<file path="src/rtl/decoder_scan_seq.sv">
// Scan sequencer for the 4-to-16 line decoder: walks a line range with a
// blanking cycle before each line and a programmable dwell per line.
module decoder_scan_seq #(
    parameter int DWELL_W = 8
) (
    input  logic               clk,
    input  logic               rst,
    input  logic               start,
    input  logic               stop,
    input  logic               continuous,
    input  logic [3:0]         first,
    input  logic [3:0]         last,
    input  logic [DWELL_W-1:0] dwell,
    output logic               a,
    output logic               b,
    output logic               c,
    output logic               d,
    output logic               en,
    output logic               busy,
    output logic               line_tick,
    output logic               done
);

    typedef enum logic [1:0] {
        S_IDLE  = 2'd0,
        S_BLANK = 2'd1,
        S_ON    = 2'd2
    } state_t;

    localparam logic [DWELL_W-1:0] DWELL_ONE = DWELL_W'(1);

    state_t             r_state;
    logic [3:0]         r_sel;
    logic [3:0]         r_first;
    logic [3:0]         r_last;
    logic [DWELL_W-1:0] r_dwell;
    logic [DWELL_W-1:0] r_cnt;
    logic               r_cont;
    logic               r_stop_pend;
    logic               r_en;
    logic               r_busy;
    logic               r_line_tick;
    logic               r_done;

    logic [DWELL_W-1:0] w_dwell_eff;
    logic               w_stop_any;

    // A zero dwell behaves as one ON cycle; a stop seen on the line-end edge still counts
    assign w_dwell_eff = (dwell == {DWELL_W{1'b0}}) ? DWELL_ONE : dwell;
    assign w_stop_any  = r_stop_pend | stop;

    // Scan state machine with all status outputs registered
    always_ff @(posedge clk or posedge rst) begin
        if (rst) begin
            r_state     <= S_IDLE;
            r_sel       <= 4'd0;
            r_first     <= 4'd0;
            r_last      <= 4'd0;
            r_dwell     <= {DWELL_W{1'b0}};
            r_cnt       <= {DWELL_W{1'b0}};
            r_cont      <= 1'b0;
            r_stop_pend <= 1'b0;
            r_en        <= 1'b0;
            r_busy      <= 1'b0;
            r_line_tick <= 1'b0;
            r_done      <= 1'b0;
        end else begin
            r_line_tick <= 1'b0;
            r_done      <= 1'b0;
            case (r_state)
                S_IDLE: begin
                    r_en <= 1'b0;
                    if (start) begin
                        r_first     <= first;
                        r_last      <= last;
                        r_dwell     <= w_dwell_eff;
                        r_cont      <= continuous;
                        r_sel       <= first;
                        r_stop_pend <= 1'b0;
                        r_busy      <= 1'b1;
                        r_state     <= S_BLANK;
                    end else begin
                        r_busy <= 1'b0;
                    end
                end
                S_BLANK: begin
                    if (stop) begin
                        r_stop_pend <= 1'b1;
                    end else begin
                        r_stop_pend <= r_stop_pend;
                    end
                    r_cnt   <= DWELL_ONE;
                    r_en    <= 1'b1;
                    r_state <= S_ON;
                end
                S_ON: begin
                    if (stop) begin
                        r_stop_pend <= 1'b1;
                    end else begin
                        r_stop_pend <= r_stop_pend;
                    end
                    if (r_cnt == r_dwell) begin
                        r_line_tick <= 1'b1;
                        r_en        <= 1'b0;
                        if (!w_stop_any && (r_sel != r_last)) begin
                            r_sel   <= r_sel + 4'd1;
                            r_state <= S_BLANK;
                        end else if (!w_stop_any && r_cont) begin
                            r_sel   <= r_first;
                            r_state <= S_BLANK;
                        end else begin
                            r_busy  <= 1'b0;
                            r_done  <= 1'b1;
                            r_state <= S_IDLE;
                        end
                    end else begin
                        r_cnt <= r_cnt + DWELL_ONE;
                    end
                end
                default: begin
                    r_en    <= 1'b0;
                    r_busy  <= 1'b0;
                    r_state <= S_IDLE;
                end
            endcase
        end
    end

    assign a         = r_sel[3];
    assign b         = r_sel[2];
    assign c         = r_sel[1];
    assign d         = r_sel[0];
    assign en        = r_en;
    assign busy      = r_busy;
    assign line_tick = r_line_tick;
    assign done      = r_done;

endmodule
</file>
<file path="config.mk">
export PLATFORM = sky130hd
export DESIGN_NAME = decoder_scan_seq
export DESIGN_NICKNAME = d
export VERILOG_FILES = /design/src/rtl/decoder_scan_seq.sv
export SDC_FILE = /design/constraint.sdc
export NUM_CORES = 1
export LEC_CHECK = 0
export ABC_AREA = 0
export CAP_MARGIN = 0
export CORE_ASPECT_RATIO = 0.75
export CORE_MARGIN = 5
export CORE_UTILIZATION = 30
export DETAILED_ROUTE_END_ITERATION = 8
export HOLD_SLACK_MARGIN = 0.1
export PLACE_DENSITY = 0.6
export SYNTH_ARGS = -nofsm -noshare
export SYNTH_HDL_FRONTEND = slang
export SYNTH_SLANG_ARGS = --single-unit
export TNS_END_PERCENT = 100
</file>
<file path="constraint.sdc">
create_clock -name clk -period 2.1 [get_ports clk]
set_clock_uncertainty 0.2 [all_clocks]
set_input_delay 0.42 -clock clk [delete_from_list [all_inputs] [get_ports clk]]
set_output_delay 0.42 -clock clk [all_outputs]
set_load 0.02 [all_outputs]
</file>
==> impl_metrics.py <==
metrics = {
    "min_path": {
        "hp-class": "reg -> reg",
        "holdPathStages": 1,
    },
    "sta": {
        "final.period_utilization_pct": 102,
        "finalHoldViolations": 0,
        "period_needed_ns": 2.15,
        "slew_violations": 0,
        "fin_tns_setup_ns": -0.167,
        "rsz0062_at_grt": "true",
        "setup_viol": 4,
        "slew_headroom_pct": 68.6,
        "fin_ws_ns": -0.0507,
        "worst_pin_slew_ns": 0.470,
        "hold-worst-slack_ns": 0.300,
        "fmax_mhz": 465,
    },
    "place": {
        "dp_hpwl_um": 3020,
        "io_buffers": 28,
        "place_ws_ns": -0.167,
        "place_area_um2": 2430,
        "dpl.cell_count": 285,
        "place_congestion": 0.772,
    },
    "worst_setup_path": {
        "timing.rr.end": "r_sel[2]$_DFFE_PP0P_",
        "critical_path_required_ns": 2.06,
        "cp-end-kind": "flip-flop",
        "critPathArrivalTime_ns": 2.11,
        "cp_num_cells": 5,
        "path_cells": "xor2_2, or4_4, o211ai_4, a221oi_4, mux2_4",
        "crit_fanout": 4,
        "crit_end": "r_sel[2]$_DFFE_PP0P_",
        "path_delay_family": "simple AND/OR/NAND/NOR gates",
        "crit_start": "r_last[1]$_DFFE_PP0P_",
        "critPathBufInv": 0,
        "reg2reg_depth": 5,
        "max_stage_delay_ns": 0.56,
        "path_class": "reg -> reg",
        "cp-start-kind": "flip-flop",
        "critPathSlowestCell": "or4_4",
        "rr_startpoint": "r_last[1]$_DFFE_PP0P_",
        "rrSetupSlack_ns": -0.05,
    },
    "die": {
        "start_util_pct": 30.6,
        "dieHeight_um": 79.0,
        "io_pins": 29,
        "die_w_um": 102,
        "core_area_um2": 6220,
        "die_area_um2": 8050,
        "floorplan.rows": 25,
    },
    "global_routing": {
        "grt-ovfl-total": 0,
        "grt_pass1_wl_um": 6640,
        "grt_max_degree": 37,
        "antenna_found_initial": 0,
        "first_global_vias": 1427,
        "grt.total_usage_pct": 10.4,
    },
    "synth": {
        "ys_ff_latch": 36,
        "synth_area_leaders": "dfrtp_1 (47%), mux2_2 (11%), xor2_1 (6.4%), ha_1 (3.9%), mux2i_1 (2.6%)",
        "ys_seq_area_share_pct": 47.4,
        "synth.largest_area_cell": "dfrtp_1",
        "synthCells": 161,
        "yosysUniqueCellTypes": 38,
        "synth_area_um2": 1900,
        "netlist.area_leader.share_pct": 47.4,
        "synth_nets": 188,
        "async_flop_share_pct": 100,
        "synth_edf_count": 0,
        "syn_avg_cell_area_um2": 11.8,
        "ys.flop_type": "dfrtp_1",
        "ys_warn_count": 0,
    },
    "drt": {
        "drc_errors": 0,
        "detail-route-antenna-nets": 0,
        "vias_per_cell": 4.62,
        "num_vias": 1378,
        "routed_wl_um": 3930,
        "wl_per_cell_um": 13.2,
        "dr.pass1.iters": 4,
        "drt_iter0_drc": 57,
    },
    "pwr": {
        "p_total_mw": 3.57,
        "p_leak_nw": 1.16,
        "peakVddDrop_uv": 513,
        "power_density_nw_per_um2": 1380,
    },
    "layout": {
        "antenna_cells": 0,
        "fin_area_um2": 2590,
        "final_util_pct": 41.6,
        "fin_cells": 298,
        "drive_gt1_share_pct": 30.9,
        "layout.nets": 243,
        "area_delta_synth_final_pct": 36.2,
    },
    "cts": {
        "clock_latency_ns": 0.28,
        "cts_max_path_buffers": 2,
        "htreeDepth": 2,
        "cts.clk_slew.worst_paths_ns": 0.07,
        "cts_root_buf": "clkbuf_8",
        "tritoncts": "done",
        "cts_sinks": 36,
        "cts_buffers": 5,
    },
    "job": {
        "cap_viol_max_count": 0,
    },
    "status": {
        "status": "complete, but fails checks",
        "violations": "negative setup slack",
    },
}
## final cells by class
class | count | area (µm²)
Multi-Input combinational cell | 110 | 976
Clock buffer | 8 | 100
Sequential cell | 36 | 903
Tap cell | 81 | 101
Inverter | 10 | 37.5
Fill cell | 580 | 3630
Timing Repair Buffer | 53 | 472
## synthesized netlist by cell type (2+ instances only)
cell	n
xor2_1	14
o311ai_0	2
nor2_1	5
inv_1	9
mux2_2	19
o41ai_1	2
ha_1	6
nand2_1	10
o21ai_0	4
nor3_1	4
and2_1	2
a21o_1	3
buf_2	3
a21oi_1	6
nand3_1	5
o311ai_1	2
mux2_4	3
clkbuf_1	2
nand4_1	2
dfrtp_1	36
mux2i_1	5
## kinds of logic (layout without fill, tap and decap cells)
group	Yosys count	after routing	share of synthesized area, %
muxes	27	27	16.3
AOI/OAI and AO/OA	27	27	12.0
adders and majority gates	6	6	3.95
xor gates and xnor gates	15	15	6.91
buffers and inverters	15	71	3.16
and+or+nand+nor	35	35	10.4
DFF	36	36	47.4
## what timing repair did
| action | 4_1_cts | 5_1_grt |
|---|---|---|
| setup endpoints to repair | 4 | 8 |
| pin swaps | 0 | 3 |
| resized for setup | 1 | 4 |
| buffers inserted | 1 | 4 |
| hold buffers | 0 | 0 |
## placed cells by master, fill, tap and decap left out, drive strengths merged, types with 5 or more instances in the layout
cell type	instances
mux2	22
a21oi	7
dfrtp	36
inv	9
clkbuf	8
ha	6
clkdlybuf4s50	28
mux2i	5
xor2	14
nand3	5
buf	25
nand2	10
nor2	5
## sequential cells by signal, summed over array words and instances (netlist names)
register / cells
busy: 1
done: 1
en: 1
line_tick: 1
r_cnt: 8
r_cont: 1
r_dwell: 8
r_first: 4
r_last: 4
r_sel: 4
r_state: 2
r_stop_pend: 1
## power by group
group | switching (mW) | internal [mW]
Clock | 0.228 | 0.299
Sequential | 0.208 | 0.980
Combinational | 0.895 | 0.960
## layer usage
metal,part of all wire (%),GRT usage (%),vias up,wire length (µm)
met1,53,15.5,667,2080
met4,0.74,1.97,0,29
li1,-,-,688,-
met2,43,15.0,21,1700
met3,3.1,3.07,2,123
met5,0,0,-,0
## how the worst min path moves through the flow
stage	from	end	slack [ns]
final	r_first[0]$_DFFE_PP0P_	r_first[0]$_DFFE_PP0P_	0.30
after global routing	r_first[0]$_DFFE_PP0P_	r_first[0]$_DFFE_PP0P_	0.33
after CTS	r_first[0]$_DFFE_PP0P_	r_first[0]$_DFFE_PP0P_	0.30
after detailed placement	r_first[0]$_DFFE_PP0P_	r_first[0]$_DFFE_PP0P_	0.29
after global placement	r_first[0]$_DFFE_PP0P_	r_first[0]$_DFFE_PP0P_	0.28
after floorplan	r_dwell[0]$_DFFE_PP0P_	r_dwell[0]$_DFFE_PP0P_	0.27
(Power assumes the default switching activity.)
==> variant 1: new RTL, config.mk and constraints unchanged <==
Set the parameter `DWELL_W` to 6 (it was 8).
--- a/src/rtl/decoder_scan_seq.sv
+++ b/src/rtl/decoder_scan_seq.sv
@@ -1,7 +1,7 @@
 // Scan sequencer for the 4-to-16 line decoder: walks a line range with a
 // blanking cycle before each line and a programmable dwell per line.
 module decoder_scan_seq #(
-    parameter int DWELL_W = 8
+    parameter int DWELL_W = 6
 ) (
     input  logic               clk,
     input  logic               rst,
Interface: changed (resized dwell); port bits go from 29 to 27. The function was not compared with the original's and may differ.
==> variant 1 against the unedited design <==
- the flow still finishes with violations (setup timing)
- synthesized cell count decreased by 3.1%
- routed wire length decreased by 2.7%
- final cell count decreased by 5.7%
- synthesized area decreased by 12%
- fmax about the same
- clock power decreased by 14%
- critical path depth unchanged
- worst setup slack improved by 0.0019 ns
- first-iteration DRC count increased by 14%
- combinational power decreased by 5%
- power decreased by 6.4%
- non-clock buffer count decreased by 8
- sequential cell count decreased by 4
- final area decreased by 10%
- largest cell class unchanged
- largest power group unchanged
==> variant 1: results (changes against the unedited design) <==
[outcome]
status = complete, but fails checks
violations = setup timing

[timing]
setup_viol = 2  ; -2
relSlewSlack_pct = 68.8  ; +0.13 points
holdWs_ns = 0.265  ; -0.0347 ns
setup_tns_ns = -0.0514  ; +0.116 ns
timing.final.ws_setup_ns = -0.0488  ; +0.00187 ns

[critical_path]
worstReg2RegStart = r_sel[0]$_DFFE_PP0P_
slowest_stage = o41a_1
r2r_end = r_sel[1]$_DFFE_PP0P_

[power]
powerComb_uw = 1760  ; -5%
total_power_uw = 3340  ; -6.4%
powerClk_uw = 454  ; -14%
p_leak_uw = 0.000988  ; -15%
p_switching_uw = 1310  ; -1.5%

[logic_synthesis]
synth_seq_area_share_pct = 47.7  ; +0.36 points
ys_types = 40  ; +5.3%
avgSynthCellArea_um2 = 10.8  ; -8.9%
syn_nets = 181  ; -3.7%
synth_top_cells_by_count = dfrtp_1 (32), mux2_2 (16), nand2_1 (11), nor2_1 (9), xor2_1 (8)

[global_route]
grt_pass1_vias = 1357  ; -4.9%
use_met2_pct = 15.8  ; +0.82 points
met3_usage_pct = 4.40  ; +1.3 points

[final_layout]
inv_count = 6  ; -4
clk_share_pct = 3.50  ; -0.37 points
layout-drive-gt1-share_pct = 27.2  ; -3.7 points
instances_no_fill = 281  ; -5.7%
syn_to_final_growth_pct = 38.6
multi_input_area_um2 = 897  ; -8.1%
fillers = 546  ; -5.9%
nets = 230  ; -5.3%
multi_input_gates = 115  ; +4.5%

[worst_hold_path]
worstHoldStart = en$_DFFE_PP0P_
holdPathEnd = en$_DFFE_PP0P_
hold_depth = 2  ; +1

[drt]
wl_met1_mm = 2.10  ; +0.91%
drt-initial-drc-count = 65  ; +14%
dr_wl_met3_um = 196  ; +59%

[placed_design]
routabilityCongestion = 0.801  ; +3.8%

==> variant 1: changes by cell type in the layout (fill, tap and decap cells not counted), moves of 3 or more <==
cell | before | now
buf_4 | 24 | 17
mux2i_1 | 5 | 1
xor2_1 | 12 | 6
dfrtp_1 | 34 | 30
xnor2_1 | 1 | 5
mux2_4 | 4 | 1
nor2_1 | 5 | 8
mux2_2 | 18 | 15
inv_1 | 9 | 6
==> variant 1: cell families after synthesis <==
kind of cell	count (synthesis)	share of synthesized area, %
mux	18	12.0
compound gates	29	11.6
buf+inv	9	2.09
xor+xnor	13	6.79
fa+ha+maj	6	4.47
simple gates	49	15.3
flops	32	47.7
==> variant 1: repair_timing <==
item / 4_1_cts / 5_1_grt
pin swaps: 4 / 0
setup endpoints to repair: 3 / 6
gates resized for setup: 4 / 7
buffers inserted: 2 / 0
==> variant 2: new RTL, config.mk and constraints unchanged <==
Made on the original files. The 3 states of `state_t` get a one-hot encoding in 3 bits.
--- a/src/rtl/decoder_scan_seq.sv
+++ b/src/rtl/decoder_scan_seq.sv
@@ -21,10 +21,10 @@
     output logic               done
 );
 
-    typedef enum logic [1:0] {
-        S_IDLE  = 2'd0,
-        S_BLANK = 2'd1,
-        S_ON    = 2'd2
+    typedef enum logic [2:0] {
+        S_IDLE  = 3'b001,
+        S_BLANK = 3'b010,
+        S_ON    = 3'b100
     } state_t;
 
     localparam logic [DWELL_W-1:0] DWELL_ONE = DWELL_W'(1);
Function: same outputs for any inputs over 10 cycles, from zero or initial values and one cycle with rst high; not proved beyond that.
==> variant 2 against the unedited design <==
- non-clock buffer count decreased by 1
- clock power decreased by 3%
- sequential cell count increased by 1
- largest power group unchanged
- routed wire length increased by 0.10%
- final area decreased by 2.6%
- synthesized area decreased by 2.6%
- worst setup slack improved by 0.13 ns
- power decreased by 11%
==> variant 2: results (changes against the unedited design) <==
[outcome]
status = finished clean

[logic_synthesis]
synthAdderAreaFrac_pct = 1.35  ; -2.6 points
avgSynthCellArea_um2 = 11.6  ; -1.4%
synth_seq_cells = 37  ; +2.8%
ys.flop_type = dfrtp_1
ys_warn_count = 0  ; unchanged
synth_top_cells_by_count = dfrtp_1 (36), mux2_2 (20), xor2_1 (11), nor2_1 (10), nand2_1 (9)
muxShareOfSynthArea_pct = 13.8  ; -2.5 points
yosys-top-cells-area = dfrtp_1 (49%), mux2_2 (12%), xor2_1 (5.2%)
ys_types = 37  ; -2.6%
synth_seq_area_share_pct = 50.1  ; +2.7 points
synth_xor_area_share_pct = 8.99  ; +2.1 points
syn_nets = 182  ; -3.2%
synth-compound-area-share_pct = 10.0  ; -2.0 points

[timing]
fmax_ghz = 0.494  ; +6.2%
holdWs_ns = 0.257  ; -0.0422 ns
relSlewSlack_pct = 67.6  ; -1.0 points

[worst_hold_path]
hp-class = in2async

[die]
dieArea_um2 = 7860  ; -2.3%

[final_layout]
nets = 236  ; -2.9%
multi_input_area_um2 = 905  ; -7.3%
layout-drive-gt1-share_pct = 30.4  ; -0.50 points
buffer_area_share_pct = 19.2  ; +1.0 points
clk_share_pct = 3.57  ; -0.30 points
fillers = 553  ; -4.7%
num-nonclk-buffers = 52  ; -1.9%
inv_count = 5  ; -5
multi_input_gates = 112  ; +1.8%

[placed_design]
place_area_um2 = 2380  ; -2.0%
dp_slack_ns = -0.201  ; -0.0342 ns
dp_hpwl_mm = 3.01  ; -0.29%
routabilityCongestion = 0.758  ; -1.8%
placed_cells = 281  ; -1.4%

[power]
peakVddDrop_uv = 560  ; +9.2%
p_leak_uw = 0.00109  ; -5.9%
powerDensity_nw_per_um2 = 1250  ; -9.1%

[global_route]
gr-usage-met1_pct = 15.8  ; +0.28 points
grt_max_degree = 24  ; -35%
met3_usage_pct = 2.75  ; -0.33 points
grt_pass1_vias = 1381  ; -3.2%
grt_pass1_wl_mm = 6.74  ; +1.5%
use_met2_pct = 15.4  ; +0.43 points

[critical_path]
cp-startpoint = r_cnt[3]$_DFFE_PP0P_
worstPathMaxFanout = 5  ; +1
r2r_end = r_sel[1]$_DFFE_PP0P_
critical_path_arrival_ns = 2.00  ; -0.11 ns

[drt]
wl_met1_mm = 2.00  ; -3.7%
met2_length_mm = 1.74  ; +2.7%
drt-initial-drc-count = 42  ; -26%
routed_wl_mm = 3.93  ; +0.10%
avgViaCountPerCell = 4.73  ; +2.4%
dr_wl_met3_um = 151  ; +23%

-- variant 2: cell count changes after synthesis, sizes merged, moves of 3 or more --
cell    delta
xnor2      +7
nor2       +5
ha         -4
inv        -4
a211oi     +3
nand3      +3
o311ai     -3
o41ai      -3
xor2       -3
-- variant 2: where the power goes --
part / switching, uW / internal (uW) / total [uW] / leakage (uW)
registers: 209 / 992 / 1200 / 0.000458
clock network: 242 / 268 / 510 / 0.0000455
logic: 684 / 767 / 1450 / 0.000589
total: 1130 / 2030 / 3160 / 0.00109
-- variant 2: critical path: stages, from the launching register on --
cell	delay, ns
dfrtp_1	0.41
xor2_2	0.20
nor4_4	0.32
a21oi_2	0.12
a211oi_4	0.29
mux2_2	0.38
-- variant 2: timing repair --
action	CTS	global route
buffers inserted	0	3
gates resized for setup	0	6
setup endpoints to repair	0	6
hold buffers	0	0
